==> config.mk <==
export PLATFORM = sky130hd
export DESIGN_NAME = priority_scan_encoder
export DESIGN_NICKNAME = d
export VERILOG_FILES = /design/src/rtl/pe_pkg.sv /design/src/rtl/pe_find_msb.sv /design/src/rtl/priority_scan_encoder.sv
export SDC_FILE = /design/constraint.sdc
export NUM_CORES = 1
export LEC_CHECK = 0
export CAP_MARGIN = 20
export CORE_UTILIZATION = 49
export DETAILED_ROUTE_END_ITERATION = 8
export PLACE_DENSITY = 0.89
export SYNTH_ARGS = -nofsm -noshare
export SYNTH_HDL_FRONTEND = slang
export SYNTH_SLANG_ARGS = --single-unit
==> constraint.sdc <==
create_clock -name clock -period 3.65 [get_ports clock]
set_clock_uncertainty 0.1 [all_clocks]
set_input_delay 0.9125 -clock clock [delete_from_list [all_inputs] [get_ports clock]]
set_output_delay 0.9125 -clock clock [all_outputs]
set_load 0.005 [all_outputs]
==> src/rtl/pe_pkg.sv <==
// Shared definitions for the priority scan encoder: FSM states, legal WIDTH range
// and a popcount helper used by the optional PE_COUNT_EN capture counter.
package pe_pkg;

  typedef enum logic {
    IDLE = 1'b0,
    SCAN = 1'b1
  } pe_state_e;

  localparam int PE_MIN_WIDTH = 2;
  localparam int PE_MAX_WIDTH = 64;

  function automatic int unsigned pe_popcount(input logic [PE_MAX_WIDTH-1:0] vec);
    int unsigned total;
    total = 0;
    for (int i = 0; i < PE_MAX_WIDTH; i++) begin
      total = total + {31'd0, vec[i]};
    end
    return total;
  endfunction

endpackage

==> src/rtl/pe_find_msb.sv <==
// Combinational highest-set-bit search; returns 0 when the vector is empty.
module pe_find_msb #(
  parameter int WIDTH = 8,
  localparam int IDXW = $clog2(WIDTH)
) (
  input  logic [WIDTH-1:0] vec,
  output logic [IDXW-1:0]  msb
);

  // Ascending scan so the last hit, i.e. the highest set bit, wins.
  always_comb begin
    msb = '0;
    for (int i = 0; i < WIDTH; i++) begin
      if (vec[i]) begin
        msb = IDXW'(i);
      end
    end
  end

endmodule

==> src/rtl/priority_scan_encoder.sv <==
// Captures a request vector and hands out its set-bit indices highest first.
// Optional feature: define PE_COUNT_EN to add the registered popcount output cnt.
module priority_scan_encoder
  import pe_pkg::*;
#(
  parameter int WIDTH = 8,
  localparam int IDXW = $clog2(WIDTH)
) (
  input  logic            clock,
  input  logic            reset_n,
  input  logic            pe_request,
  input  logic [WIDTH-1:0] in,
  input  logic            flush,
  input  logic            out_ready,
  output logic [IDXW-1:0] out,
  output logic            out_valid,
  output logic            pe_work,
  output logic            done,
  output logic            none
`ifdef PE_COUNT_EN
  ,
  output logic [IDXW:0]   cnt
`endif
);

  pe_state_e        state, state_next;
  logic [WIDTH-1:0] pending, pending_next;
  logic             done_next, none_next;
  logic [IDXW-1:0]  msb_idx;
  logic [WIDTH-1:0] clear_mask;

  pe_find_msb #(.WIDTH(WIDTH)) u_find_msb (
    .vec(pending),
    .msb(msb_idx)
  );

  assign clear_mask = WIDTH'(1) << msb_idx;

  always_ff @(posedge clock or negedge reset_n) begin
    if (!reset_n) begin
      state   <= IDLE;
      pending <= '0;
      done    <= 1'b0;
      none    <= 1'b0;
    end else begin
      state   <= state_next;
      pending <= pending_next;
      done    <= done_next;
      none    <= none_next;
    end
  end

  // Flush outranks everything; pe_request is only looked at while idle.
  always_comb begin
    state_next   = state;
    pending_next = pending;
    done_next    = 1'b0;
    none_next    = 1'b0;
    if (flush) begin
      state_next   = IDLE;
      pending_next = '0;
    end else begin
      case (state)
        IDLE: begin
          if (pe_request) begin
            if (in != '0) begin
              pending_next = in;
              state_next   = SCAN;
            end else begin
              done_next = 1'b1;
              none_next = 1'b1;
            end
          end
        end
        SCAN: begin
          if (out_ready) begin
            pending_next = pending & ~clear_mask;
            if (pending_next == '0) begin
              state_next = IDLE;
              done_next  = 1'b1;
            end
          end
        end
        default: begin
          state_next   = IDLE;
          pending_next = '0;
        end
      endcase
    end
  end

  assign out_valid = (state == SCAN);
  assign pe_work   = (state == SCAN);
  assign out       = (state == SCAN) ? msb_idx : '0;

`ifdef PE_COUNT_EN
  // Count is taken on every accepted request, including an all-zero one.
  always_ff @(posedge clock or negedge reset_n) begin
    if (!reset_n) begin
      cnt <= '0;
    end else if (flush) begin
      cnt <= '0;
    end else if (state == IDLE && pe_request) begin
      cnt <= (IDXW+1)'(pe_popcount(PE_MAX_WIDTH'(in)));
    end
  end
`endif

endmodule

# After elaboration in Yosys (flattened, before gate mapping)
# Cells that the tools add are included.
[totals] ff_bits=11 out_inout_bits=7 wordCells=41
[op_classes] eq_ne=3 shift=1 muxes=27 bitwise=3 reduce_logical=3
[op_table] cell="$mux W8" n=4
[op_table] cell="$pmux W8 S2" n=1
[op_table] cell="$mux W3" n=5
[op_table] cell="$mux W1" n=13
[op_table] cell="$ne A3 B3 Y1 const B" n=3
[op_table] cell="$and A8 B8 Y8" n=1
[op_table] cell="$logic_not A8 Y1" n=1
[op_table] cell="$not A8 Y8" n=1
[op_table] cell="$reduce_bool A8 Y1" n=1
[op_table] cell="$shl A1 B3 Y8 const A" n=1
[op_table] cell="$mux W2" n=2
[op_table] cell="$pmux W1 S2" n=2
[op_table] cell="$reduce_and A3 Y1" n=1
[op_table] cell="$not A1 Y1" n=1

# Longest topological paths before layout
[depth] ltp_word=15 mapped_depth=6

# By module
# A second synthesis with hierarchy kept.
[hier_totals] hier_cells=101 area_unflattened_um2=809.5
[by_module_without_submodules] mod="priority_scan_encoder" instances=1 cells_each=91 area_each_um2=764.5 seq_area_each_um2=275.3
[by_module_without_submodules] mod="pe_find_msb" instances=1 cells_each=10 area_each_um2=45.0 seq_area_each_um2=0.0

# Worst setup path before layout
# No wires, ideal clock.
[synth_timing] path_type="flip-flop to output port" start="register pending[6]" end="output out[2]" arrival_ps=1290 required_ps=2638 slack_ps=1348 path_stages_with_launch=5 path_buffers=2 cell_sequence="dfrtp_1 buf_6 or4_4 buf_6 and2_2"
[synth_between] elab_chain_cells=3
[synth_lines] item="start, declared" line="priority_scan_encoder.sv:27" source="logic [WIDTH-1:0] pending, pending_next;"
[synth_lines] item="start signal, assigned" line="priority_scan_encoder.sv:47" source="pending <= pending_next;"
[synth_lines] item="$mux W3 (2 in a row)" line="pe_find_msb.sv:14" source="if (vec[i]) begin"
[synth_lines] item="$mux W3" line="priority_scan_encoder.sv:94" source="assign out = (state == SCAN) ? msb_idx : '0;"
[synth_lines] item="end, declared" line="priority_scan_encoder.sv:15" source="output logic [IDXW-1:0] out,"
# Every way passes these cells.

# Worst setup path in the final report
# Same ends and word-level chain as after synthesis.

==> results by group <==
Place
  – Port Buffers: 19
  – GP Congestion: 0.905
  – Post-DP HPWL: 1190 um
  – Setup slack at placement: 0.952 ns

Setup path
  – Critical Path Source Type: register
  – Crit path largest cell delay: 0.59 ns
  – Critical path arrival: 1.98 ns
  – Worst Path Required: 2.64 ns
  – Slowest-stage cell, CP: or4_4
  – Max FO, Critical Path: 8
  – Worst Setup End Kind: output port
  – Setup CP Type: reg -> out
  – Worst path cell trace: or4_4 > and2_2 > clkdlybuf4s50_1

Power
  – Pwr dens: 362 nW/um2
  – Combinational power share: 26.5%
  – Cell-internal power: 0.000219 W
  – Worst VDD drop: 0.228 mV
  – Seq pwr share: 45.5%
  – P_sw: 0.000102 W
  – Leak pwr: 0.385 nW
  – Clock power frac: 28.0%
  – Sw Share: 31.7%

Die
  – Horiz. Die Dim: 39.8 um
  – Cell Rows: 13
  – Area of the die: 1590 um2
  – Core area: 1320 um2
  – Initial Util: 53.2%
  – Die height: 39.8 um
  – Top Ports: 20

GRT
  – Largest net degree at the start of global routing: 12
  – Number of global-route vias before repair: 551
  – First-pass GRT wire length: 2480 um
  – GRT Overall Usage: 25.2%
  – Initial antenna violation count: 0
  – GRT Residual Overflow: 0

Timing
  – Setup violators final: 0
  – Measured slew at the worst slew-check pin: 0.496 ns
  – Final hold vios: 0
  – Tightest hold margin: 0.467 ns
  – Final worst-path setup slack: 0.653 ns
  – Final period util: 82.1%
  – Slew headroom: 66.9%
  – Achievable clock frequency: 334 MHz
  – Max-slew violations: 0
  – Clock period minus worst slack: 3.00 ns
  – Setup_tns: 0 ns
  – RSZ-0062 raised after global routing: no

Clocking
  – Clock sink total: 11
  – Hold_buf cts: 0
  – Post-CTS Setup Inserts: 0
  – Worst-skew pair later-pin latency: 0.28 ns
  – Clock Root Buffer: clkbuf_4
  – H-tree lvl count: 1
  – Quantity of gates resized following cts: 0
  – TritonCTS clock tree: built
  – Clock Tree Buf Depth: 2
  – CTS buffer count: 3
  – Reg clk slew, reported paths: 0.08 ns

Detailed routing
  – Via count: 662
  – Wire length per cell: 15.6 um
  – Routed WL: 1630 um
  – DRC viols: 0
  – Antenna Violating Nets Remaining: 0
  – Vias per cell: 6.37
  – DRT iter0 DRCs: 11
  – DRT Pass-1 Iters: 4

Run
  – Maxcap violations: 0

Cells and area
  – Layout cells sized above 1: 13.5%
  – Antenna cells: 0
  – Final Util: 67.1%
  – Fin nets: 103
  – Syn-to-layout area delta: 26.2%

Synth
  – Mapped Cells: 72
  – YS warnings: 0
  – Average size of a mapped cell: 9.73 um2
  – Sequential cell area fraction in the yosys report: 39.3%
  – #FFs+latches synth: 11
  – Post-Syn Area: 701 um2
  – Syn nets: 85
  – Distinct cells, synth: 35

Min path
  – Worst hold-check path type: reg -> reg

Status
  – Outcome: completed
## cell families after synthesis
group                  after synthesis  share of synthesized area [%]
multiplexers                         1                           1.43
buffers and inverters                8                           8.57
AND/OR/NAND/NOR                     19                           15.9
AO/OA/AOI/OAI                       33                           34.8
flip-flops                          11                           39.3
## synthesized netlist by cell type
master / instances / area [um2]
dfrtp_1: 11 / 275
o21ai_0: 8 / 40.0
a21oi_1: 4 / 20.0
nand2_1: 4 / 15.0
a221o_1: 3 / 30.0
a22o_1: 3 / 26.3
buf_6: 3 / 33.8
nor2b_1: 3 / 18.8
a211oi_1: 2 / 15.0
a21o_1: 2 / 15.0
buf_4: 2 / 15.0
inv_1: 2 / 7.51
nor2_1: 2 / 7.51
nor4_1: 2 / 12.5
a211o_1: 1 / 8.76
a211o_2: 1 / 10.0
a21boi_0: 1 / 7.51
a21oi_2: 1 / 8.76
and2_1: 1 / 6.26
and2_2: 1 / 7.51
and3_2: 1 / 7.51
clkbuf_1: 1 / 3.75
mux2i_1: 1 / 10.0
nand2b_1: 1 / 6.26
nor3_1: 1 / 5.00
nor3b_1: 1 / 7.51
o211ai_1: 1 / 7.51
o21a_1: 1 / 7.51
o21bai_1: 1 / 7.51
o2bb2ai_1: 1 / 8.76
o311a_1: 1 / 10.0
o311a_2: 1 / 11.3
o31a_2: 1 / 10.0
or2_2: 1 / 6.26
or4_4: 1 / 11.3
## state kept, by name, summed over array words and instances, names as in the netlist
name	cells
pending	8
none	1
out_valid	1
done	1
## final timing paths
| path | start | endpoint | slack, ns | cells after the start |
|---|---|---|---|---|
| max | pending[6] | out[2] | 0.65 | 3 |
| min | pending[2] | pending[2] | 0.47 | 1 |
| max reg2reg | pending[6] | out_valid | 1.77 | 4 |
| min reg2reg | pending[2] | pending[2] | 0.47 | 1 |
| max in group asynchronous | reset_n | pending[6] | 2.26 | 1 |
| min in group asynchronous | reset_n | pending[1] | 0.86 | 1 |
## metrics by stage
step	power (W)	area (um2)	instances
after floorplan	0.000203	701	72
after global placement	0.000230	857	100
after detailed placement	0.000232	857	100
after CTS	0.000319	885	104
after global routing	0.000337	885	104
final	0.000321	885	104
## layout make-up
class | instances | area, um2
Inverter | 2 | 7.51
Multi-Input combinational cell | 53 | 365
Tap cell | 15 | 18.8
Clock inverter | 1 | 5.00
Clock buffer | 3 | 22.5
Timing Repair Buffer | 19 | 190
Sequential cell | 11 | 275
Fill cell | 118 | 433
## power groups by stage
stage          combinational, W  sequential [W]  clock [W]
2_1_floorplan         0.0000637        0.000140          0
3_3_place_gp          0.0000828        0.000147          0
3_5_place_dp          0.0000838        0.000148          0
4_1_cts               0.0000846        0.000145  0.0000891
5_1_grt               0.0000926        0.000147  0.0000968
6_report              0.0000849        0.000146  0.0000898
## cell usage in the layout (no fill, tap or decap), types with 2 or more instances in the layout
| cell | count |
|---|---|
| nor4_1 | 2 |
| o21ai_0 | 8 |
| nor2_1 | 2 |
| inv_1 | 2 |
| nor2b_1 | 3 |
| a21oi_1 | 4 |
| a22o_1 | 3 |
| a211oi_1 | 2 |
| dfrtp_1 | 11 |
| a21o_1 | 2 |
| a221o_1 | 3 |
| clkbuf_4 | 3 |
| nand2_1 | 4 |
| clkdlybuf4s50_1 | 19 |
## critical path, delay by kind of cell, from the launching register on
kind / cells / cell delay [ns]
buffers and inverters: 1 / 0.43
DFF: 1 / 0.47
and+or+nand+nor: 2 / 0.80
## layer usage
layer  part of all wire (%)  global-route usage [%]
met3                    7.7                    6.82
met4                    1.0                    12.9
met5                      0                       0
met1                     43                    30.5
met2                     49                    40.2
Power figures use the tool's default switching activity.
